[src/rtl/jpeg_pkg.sv]
// Shared types and zig-zag tables for the JPEG
// zig-zag / run-length token stage.
package jpeg_pkg;

  localparam int COEF_W = 11;
  localparam int RUN_W  = 4;

  localparam logic [2:0] ZZ_ROW [64] = '{
    3'd0, 3'd0, 3'd1, 3'd2, 3'd1, 3'd0, 3'd0, 3'd1,
    3'd2, 3'd3, 3'd4, 3'd3, 3'd2, 3'd1, 3'd0, 3'd0,
    3'd1, 3'd2, 3'd3, 3'd4, 3'd5, 3'd6, 3'd5, 3'd4,
    3'd3, 3'd2, 3'd1, 3'd0, 3'd0, 3'd1, 3'd2, 3'd3,
    3'd4, 3'd5, 3'd6, 3'd7, 3'd7, 3'd6, 3'd5, 3'd4,
    3'd3, 3'd2, 3'd1, 3'd2, 3'd3, 3'd4, 3'd5, 3'd6,
    3'd7, 3'd7, 3'd6, 3'd5, 3'd4, 3'd3, 3'd4, 3'd5,
    3'd6, 3'd7, 3'd7, 3'd6, 3'd5, 3'd6, 3'd7, 3'd7
  };

  localparam logic [2:0] ZZ_COL [64] = '{
    3'd0, 3'd1, 3'd0, 3'd0, 3'd1, 3'd2, 3'd3, 3'd2,
    3'd1, 3'd0, 3'd0, 3'd1, 3'd2, 3'd3, 3'd4, 3'd5,
    3'd4, 3'd3, 3'd2, 3'd1, 3'd0, 3'd0, 3'd1, 3'd2,
    3'd3, 3'd4, 3'd5, 3'd6, 3'd7, 3'd6, 3'd5, 3'd4,
    3'd3, 3'd2, 3'd1, 3'd0, 3'd1, 3'd2, 3'd3, 3'd4,
    3'd5, 3'd6, 3'd7, 3'd7, 3'd6, 3'd5, 3'd4, 3'd3,
    3'd2, 3'd3, 3'd4, 3'd5, 3'd6, 3'd7, 3'd7, 3'd6,
    3'd5, 3'd4, 3'd5, 3'd6, 3'd7, 3'd7, 3'd6, 3'd7
  };

  typedef struct packed {
    logic [RUN_W-1:0]  run;
    logic [COEF_W-1:0] level;
    logic              dc;
    logic              eob;
    logic              last;
  } tok_t;

  typedef enum logic [1:0] {
    IDLE,
    DC,
    SCAN,
    EOB
  } state_t;

endpackage

[src/rtl/zigzag_rle_if.sv]
// Block-in / token-out handshake bundle for
// the zig-zag run-length stage.
interface zigzag_rle_if;
  import jpeg_pkg::*;

  logic                             in_valid;
  logic                             in_ready;
  logic [7:0][7:0][COEF_W-1:0]      in_matrix;
  logic                             out_valid;
  logic                             out_ready;
  logic [RUN_W-1:0]                 out_run;
  logic [COEF_W-1:0]                out_level;
  logic                             out_dc;
  logic                             out_eob;
  logic                             out_last;

  modport master (
    output in_valid, in_matrix, out_ready,
    input  in_ready, out_valid, out_run,
    input  out_level, out_dc, out_eob, out_last
  );

  modport slave (
    input  in_valid, in_matrix, out_ready,
    output in_ready, out_valid, out_run,
    output out_level, out_dc, out_eob, out_last
  );

endinterface

[src/rtl/zigzag_lut.sv]
// Zig-zag index to (row, col) lookup.
// Purely combinational.
module zigzag_lut
  import jpeg_pkg::*;
(
  input  logic [5:0] idx,
  output logic [2:0] row,
  output logic [2:0] col
);

  assign row = ZZ_ROW[idx];
  assign col = ZZ_COL[idx];

endmodule

[src/rtl/zigzag_rle.sv]
// Captures one 8x8 block, scans it in zig-zag
// order and emits (run, level) tokens with DC/ZRL/EOB.
module zigzag_rle
  import jpeg_pkg::*;
(
  input  logic         clk,
  input  logic         rst_n,
  zigzag_rle_if.slave  bus
);

  typedef logic [7:0][7:0][COEF_W-1:0] mat_t;

  state_t            state_q, state_d;
  mat_t              buf_q, buf_d;
  logic [5:0]        idx_q, idx_d;
  logic [5:0]        lnz_q, lnz_d;
  logic [RUN_W-1:0]  run_q, run_d;
  logic              valid_q, valid_d;
  tok_t              tok_q, tok_d;

  logic [63:1]       nz;
  logic [5:0]        lnz_in;
  logic [2:0]        srow, scol;
  logic [COEF_W-1:0] coef;
  logic              hs;
  logic              past, skip, emit;

  genvar g;
  generate
    for (g = 1; g < 64; g++) begin : g_nz
      logic [2:0] r, c;
      zigzag_lut u_lut (
        .idx (6'(g)),
        .row (r),
        .col (c)
      );
      assign nz[g] = |bus.in_matrix[r][c];
    end
  endgenerate

  // highest nonzero zig-zag index of the incoming block
  always_comb begin
    lnz_in = '0;
    for (int i = 1; i < 64; i++) begin
      if (nz[i]) lnz_in = 6'(i);
    end
  end

  zigzag_lut u_scan (
    .idx (idx_q),
    .row (srow),
    .col (scol)
  );

  assign coef = buf_q[srow][scol];
  assign hs   = valid_q && bus.out_ready;

  assign past = idx_q > lnz_q;
  assign skip = !past && (coef == '0)
             && (run_q != 4'd15);
  assign emit = !past && !skip;

  assign bus.in_ready  = (state_q == IDLE);
  assign bus.out_valid = valid_q;
  assign bus.out_run   = tok_q.run;
  assign bus.out_level = tok_q.level;
  assign bus.out_dc    = tok_q.dc;
  assign bus.out_eob   = tok_q.eob;
  assign bus.out_last  = tok_q.last;

  always_comb begin
    state_d = state_q;
    buf_d   = buf_q;
    idx_d   = idx_q;
    lnz_d   = lnz_q;
    run_d   = run_q;
    valid_d = valid_q;
    tok_d   = tok_q;
    case (state_q)
      IDLE: begin
        if (bus.in_valid) begin
          buf_d       = bus.in_matrix;
          lnz_d       = lnz_in;
          idx_d       = 6'd1;
          run_d       = '0;
          state_d     = DC;
          valid_d     = 1'b1;
          tok_d       = '0;
          tok_d.level = bus.in_matrix[0][0];
          tok_d.dc    = 1'b1;
        end
      end
      DC: begin
        if (hs) begin
          valid_d = 1'b0;
          state_d = SCAN;
          if (lnz_q == '0) begin
            state_d    = EOB;
            valid_d    = 1'b1;
            tok_d      = '0;
            tok_d.eob  = 1'b1;
            tok_d.last = 1'b1;
          end
        end
      end
      SCAN: begin
        if (valid_q) begin
          if (bus.out_ready) begin
            valid_d = 1'b0;
            run_d   = '0;
            idx_d   = idx_q + 6'd1;
            if (tok_q.last) state_d = IDLE;
          end
        end else begin
          unique case (1'b1)
            past: begin
              state_d    = EOB;
              valid_d    = 1'b1;
              tok_d      = '0;
              tok_d.eob  = 1'b1;
              tok_d.last = 1'b1;
            end
            skip: begin
              run_d = run_q + 4'd1;
              idx_d = idx_q + 6'd1;
            end
            // ZRL falls out here too: run 15, coef 0
            emit: begin
              valid_d     = 1'b1;
              tok_d       = '0;
              tok_d.run   = run_q;
              tok_d.level = coef;
              tok_d.last  = (idx_q == 6'd63);
            end
          endcase
        end
      end
      EOB: begin
        if (hs) begin
          valid_d = 1'b0;
          state_d = IDLE;
        end
      end
      default: state_d = IDLE;
    endcase
  end

  always_ff @(posedge clk or negedge rst_n) begin
    if (!rst_n) begin
      state_q <= IDLE;
      buf_q   <= '0;
      idx_q   <= '0;
      lnz_q   <= '0;
      run_q   <= '0;
      valid_q <= 1'b0;
      tok_q   <= '0;
    end else begin
      state_q <= state_d;
      buf_q   <= buf_d;
      idx_q   <= idx_d;
      lnz_q   <= lnz_d;
      run_q   <= run_d;
      valid_q <= valid_d;
      tok_q   <= tok_d;
    end
  end

endmodule

[src/flat_wrapper.sv]
// flat-port wrapper written by rule: the top's interface ports become plain ports
module zigzag_rle_flat import jpeg_pkg::*;
  (clk, rst_n, bus_in_valid, bus_in_matrix, bus_out_ready, bus_in_ready, bus_out_valid, bus_out_run, bus_out_level, bus_out_dc, bus_out_eob, bus_out_last);
  zigzag_rle_if bus_i ();
  input  logic clk;
  input  logic rst_n;
  input wire logic [$bits(bus_i.in_valid)-1:0] bus_in_valid;
  input wire logic [$bits(bus_i.in_matrix)-1:0] bus_in_matrix;
  input wire logic [$bits(bus_i.out_ready)-1:0] bus_out_ready;
  output wire logic [$bits(bus_i.in_ready)-1:0] bus_in_ready;
  output wire logic [$bits(bus_i.out_valid)-1:0] bus_out_valid;
  output wire logic [$bits(bus_i.out_run)-1:0] bus_out_run;
  output wire logic [$bits(bus_i.out_level)-1:0] bus_out_level;
  output wire logic [$bits(bus_i.out_dc)-1:0] bus_out_dc;
  output wire logic [$bits(bus_i.out_eob)-1:0] bus_out_eob;
  output wire logic [$bits(bus_i.out_last)-1:0] bus_out_last;
  assign bus_i.in_valid = bus_in_valid;
  assign bus_i.in_matrix = bus_in_matrix;
  assign bus_i.out_ready = bus_out_ready;
  assign bus_in_ready = bus_i.in_ready;
  assign bus_out_valid = bus_i.out_valid;
  assign bus_out_run = bus_i.out_run;
  assign bus_out_level = bus_i.out_level;
  assign bus_out_dc = bus_i.out_dc;
  assign bus_out_eob = bus_i.out_eob;
  assign bus_out_last = bus_i.out_last;
  zigzag_rle u_core (.clk(clk), .rst_n(rst_n), .bus(bus_i));
endmodule
[config.mk]
export PLATFORM = sky130hd
export DESIGN_NAME = zigzag_rle_flat
export DESIGN_NICKNAME = d
export VERILOG_FILES = /design/src/rtl/jpeg_pkg.sv /design/src/rtl/zigzag_rle_if.sv /design/src/rtl/zigzag_lut.sv /design/src/rtl/zigzag_rle.sv /design/src/flat_wrapper.sv
export SDC_FILE = /design/constraint.sdc
export NUM_CORES = 2
export LEC_CHECK = 0
export CORE_AREA = 2 2 283 285
export CTS_BUF_LIST = sky130_fd_sc_hd__clkbuf_8
export CTS_CLUSTER_SIZE = 14
export DETAILED_ROUTE_END_ITERATION = 7
export DIE_AREA = 0 0 285 287
export DONT_BUFFER_PORTS = 1
export GPL_TIMING_DRIVEN = 0
export PLACE_DENSITY_LB_ADDON = 0.2
export REMOVE_ABC_BUFFERS = 1
export SLEW_MARGIN = 5
export SYNTH_ARGS = -nofsm -noshare
export SYNTH_HDL_FRONTEND = slang
export SYNTH_SLANG_ARGS = --single-unit
export TNS_END_PERCENT = 1
[constraint.sdc]
create_clock -name clk -period 6.55 [get_ports clk]
set_input_delay 1.6375 -clock clk [delete_from_list [all_inputs] [get_ports clk]]
set_output_delay 1.6375 -clock clk [all_outputs]
set_load 0.05 [all_outputs]
==> results.py <==
metrics = {
    "synth": {
        "syn_avg_cell_area_um2": 8.04,
        "ys_warn_count": 0,
        "yosysSeqAreaShare": 0.486,
        "synth_cell_types": 66,
        "ys.flop_type": "dfrtp_1",
        "synth_edf_count": 0,
        "synth_area_mm2": 0.0381,
        "async_flop_share": 1.00,
        "synth_cells": 4743,
        "synth_seq_cells": 741,
    },
    "global_routing": {
        "antenna_found_initial": 4,
        "grt_max_degree": 742,
        "grt_pass1_vias": 34000,
        "overflow": 0,
        "grtUsageTotal": 0.361,
        "grt_pass1_wl_mm": 221,
    },
    "outcome": {
        "violations": "slew limit",
        "status": "finished with violations",
    },
    "sta": {
        "period_share": 0.983,
        "max_slew_margin": -2.42,
        "timing.final.ws_setup_ns": 0.111,
        "max_freq_ghz": 0.155,
        "fin_hold_ws_ns": 0.464,
        "tightest_slew_ns": 5.13,
        "finalClockSkew_ns": 0.0382,
        "fin_crit_ns": 6.44,
        "rsz0062_at_grt": "false",
        "setup_viol": 0,
        "hold_viol": 0,
        "final-max-slew-violation-count": 680,
    },
    "clock_network": {
        "root_buffer": "clkbuf_8",
        "cts_buffers": 134,
        "cts_tree": "yes",
        "clock_latency_ns": 0.82,
        "htree_levels": 4,
        "cts.sinks": 741,
        "clk_path_buf_depth": 3,
        "path_clk_slew_ns": 0.06,
    },
    "drt": {
        "num_vias": 34900,
        "drt_iter0_drc": 3884,
        "totalWireLength_mm": 152,
        "ant_nets": 0,
        "wl_per_cell_um": 26.3,
        "met1_length_mm": 61.4,
        "via_per_inst": 6.05,
        "drc": 0,
        "maxUsedRoutingLayer": "met5",
        "dr_wl_met2_mm": 69.5,
        "dr_wl_met3_mm": 13.5,
        "firstDrtPassIters": 6,
    },
    "floorplanning": {
        "chipWidth_um": 285,
        "fp.dieArea_mm2": 0.0818,
        "die_h_um": 287,
        "core_mm2": 0.0786,
        "ios": 728,
        "rows": 103,
        "initial_utilization": 0.485,
    },
    "setup_path": {
        "worstSetupPathType": "reg -> reg",
        "cp_max_fo": 68,
        "critPathCaptureType": "flop",
        "cp_data_arrival_time_ns": 7.11,
        "r2r_end": "u_core.run_q[0]",
        "cp-start-kind": "flop",
        "crit_required_ns": 7.22,
        "reg2reg_from": "u_core.idx_q[0]",
        "reg2reg_depth": 16,
        "worst-r2r-setup-slack_ns": 0.11,
    },
    "final_layout": {
        "syn_to_final_growth_pct": 11.1,
        "fin_nets": 5344,
        "drive_gt1_frac": 0.0647,
    },
    "place": {
        "dp_hpwl_mm": 106,
        "io_buffers": 0,
        "gp_congestion": 0.954,
        "preCtsSetupSlack_ns": -1.01,
    },
    "worst_hold_path": {
        "whs_endpoint": "u_core.buf_q[82]",
        "hp-class": "reg -> reg",
        "holdPathStages": 2,
        "hp-start": "u_core.buf_q[82]",
    },
    "run": {
        "cap_violations": 0,
    },
    "pwr": {
        "peakVddDrop_mv": 0.234,
        "powerDensity_mw_per_mm2": 481,
        "leakage_nw": 20.5,
        "p_total_mw": 20.4,
    },
}
per-layer routing:
metal | track usage | up-vias
met5 | 0 | -
met4 | 0.162 | 6
met3 | 0.0955 | 346
met2 | 0.562 | 1643
met1 | 0.475 | 17100
li1 | - | 15800
synthesized netlist by cell type (all sizes together), types with 6 or more instances:
library cell,n,area [um^2]
nand4,7,43.8
a311oi,8,70.1
a32o,8,80.1
ha,26,325
o21ai,30,150
clkbuf,248,931
mux2i,145,1450
a2111oi,128,1120
nand2b,11,68.8
mux2,6,71.3
nor4,143,895
and3,160,1000
mux4,8,180
a21oi,40,204
and2,17,106
nor3,79,395
a211oi,134,1020
buf,79,408
nand3,111,556
nor2b,14,87.6
o31ai,11,82.6
or4,35,263
dfrtp,741,18500
nand2,2344,8800
nor2,54,203
a221oi,17,149
inv,35,131
a31oi,43,269
power by group:
| part | internal [mW] | total (mW) | switching, mW |
|---|---|---|---|
| clock network | 2.44 | 4.53 | 2.09 |
| registers | 6.70 | 7.99 | 1.29 |
| logic | 2.81 | 7.84 | 5.02 |
state kept, by name, indices dropped and copies added (netlist names):
register / count
u_core.lnz_q: 6
u_core.bus.out_last: 1
u_core.bus.out_level: 11
u_core.bus.out_run: 4
u_core.bus.out_dc: 1
u_core.state_q: 2
u_core.buf_q: 704
u_core.bus.out_valid: 1
u_core.idx_q: 6
u_core.bus.out_eob: 1
u_core.run_q: 4
kinds of logic (layout without fill, tap and decap cells):
logic type	Yosys count	after routing	synth area share
AO/OA/AOI/OAI	467	468	0.0940
adder cells (fa/ha/maj)	26	26	0.00853
buffers and inverters	362	328	0.0386
flip-flops	741	741	0.486
multiplexers	159	160	0.0447
other	0	2	0
AND/OR/NAND/NOR	2988	2991	0.328
how the worst max path moves through the flow:
stage                               start                       to  slack, ns  depth (start not counted)
after floorplan              bus_in_valid          u_core.lnz_q[5]      -9.57                          7
after global placement    u_core.idx_q[2]  u_core.bus.out_level[4]     -24.46                         13
after detailed placement  u_core.idx_q[2]          u_core.run_q[0]      -1.01                         18
after CTS                 u_core.idx_q[1]          u_core.run_q[0]       0.05                         16
after global routing      u_core.idx_q[0]          u_core.run_q[0]       0.01                         16
final                     u_core.idx_q[0]          u_core.run_q[0]       0.11                         16
cell type report:
type	count	area, um^2
Inverter	35	131
Tap cell	1050	1310
Timing Repair Buffer	53	1240
Clock inverter	72	447
Multi-Input combinational cell	3645	18400
Fill cell	7557	36300
Clock buffer	168	2310
Antenna cell	2	5.00
Sequential cell	741	18500
placed cells by master, fill, tap and decap left out, drive strengths merged, types with 54 or more instances in the layout:
master / netlist / routed
nand2: 2344 / 2347
nor2: 54 / 54
and3: 160 / 160
nand3: 111 / 111
nor3: 79 / 79
dfrtp: 741 / 741
a211oi: 134 / 134
mux2i: 145 / 145
clkbuf: 248 / 168
a2111oi: 128 / 128
inv: 35 / 86
nor4: 143 / 143
critical path, cell delays in order, from the launching register on:
cell and delay (ns):
dfrtp_2 0.51, inv_1 0.20, ha_1 0.44, mux2_4 0.30, mux4_2 0.56, mux2_8 0.51, buf_16 0.30, and3_1 0.22
a31oi_1 0.13, a31oi_1 0.25, a311oi_1 0.61, nor3_1 0.23, o311ai_2 0.62, o2111ai_4 0.36, o211ai_2 0.32, nand2b_1 0.26
mux2_2 0.34
metrics by stage:
| stage | TNS [ns] | util | cells | instance area [um^2] |
|---|---|---|---|---|
| after floorplan | -5116.31 | - | 4416 | 36800 |
| after global placement | - | 0.485 | 5466 | 38100 |
| after detailed placement | -23.96 | 0.501 | 5512 | 39400 |
| after CTS | 0 | 0.538 | 5758 | 42300 |
| after global routing | 0 | 0.539 | 5765 | 42400 |
| final | 0 | 0.539 | 5766 | 42400 |
timing repair:
action                                 CTS  global route
gates cloned                             4             2
pin swaps                                2             3
endpoints found under the hold margin    0             0
hold buffers                             0             0
setup endpoints to repair               29            23
buffers inserted                         2             4
resized for setup                        9             3
(Power assumes the default switching activity.)
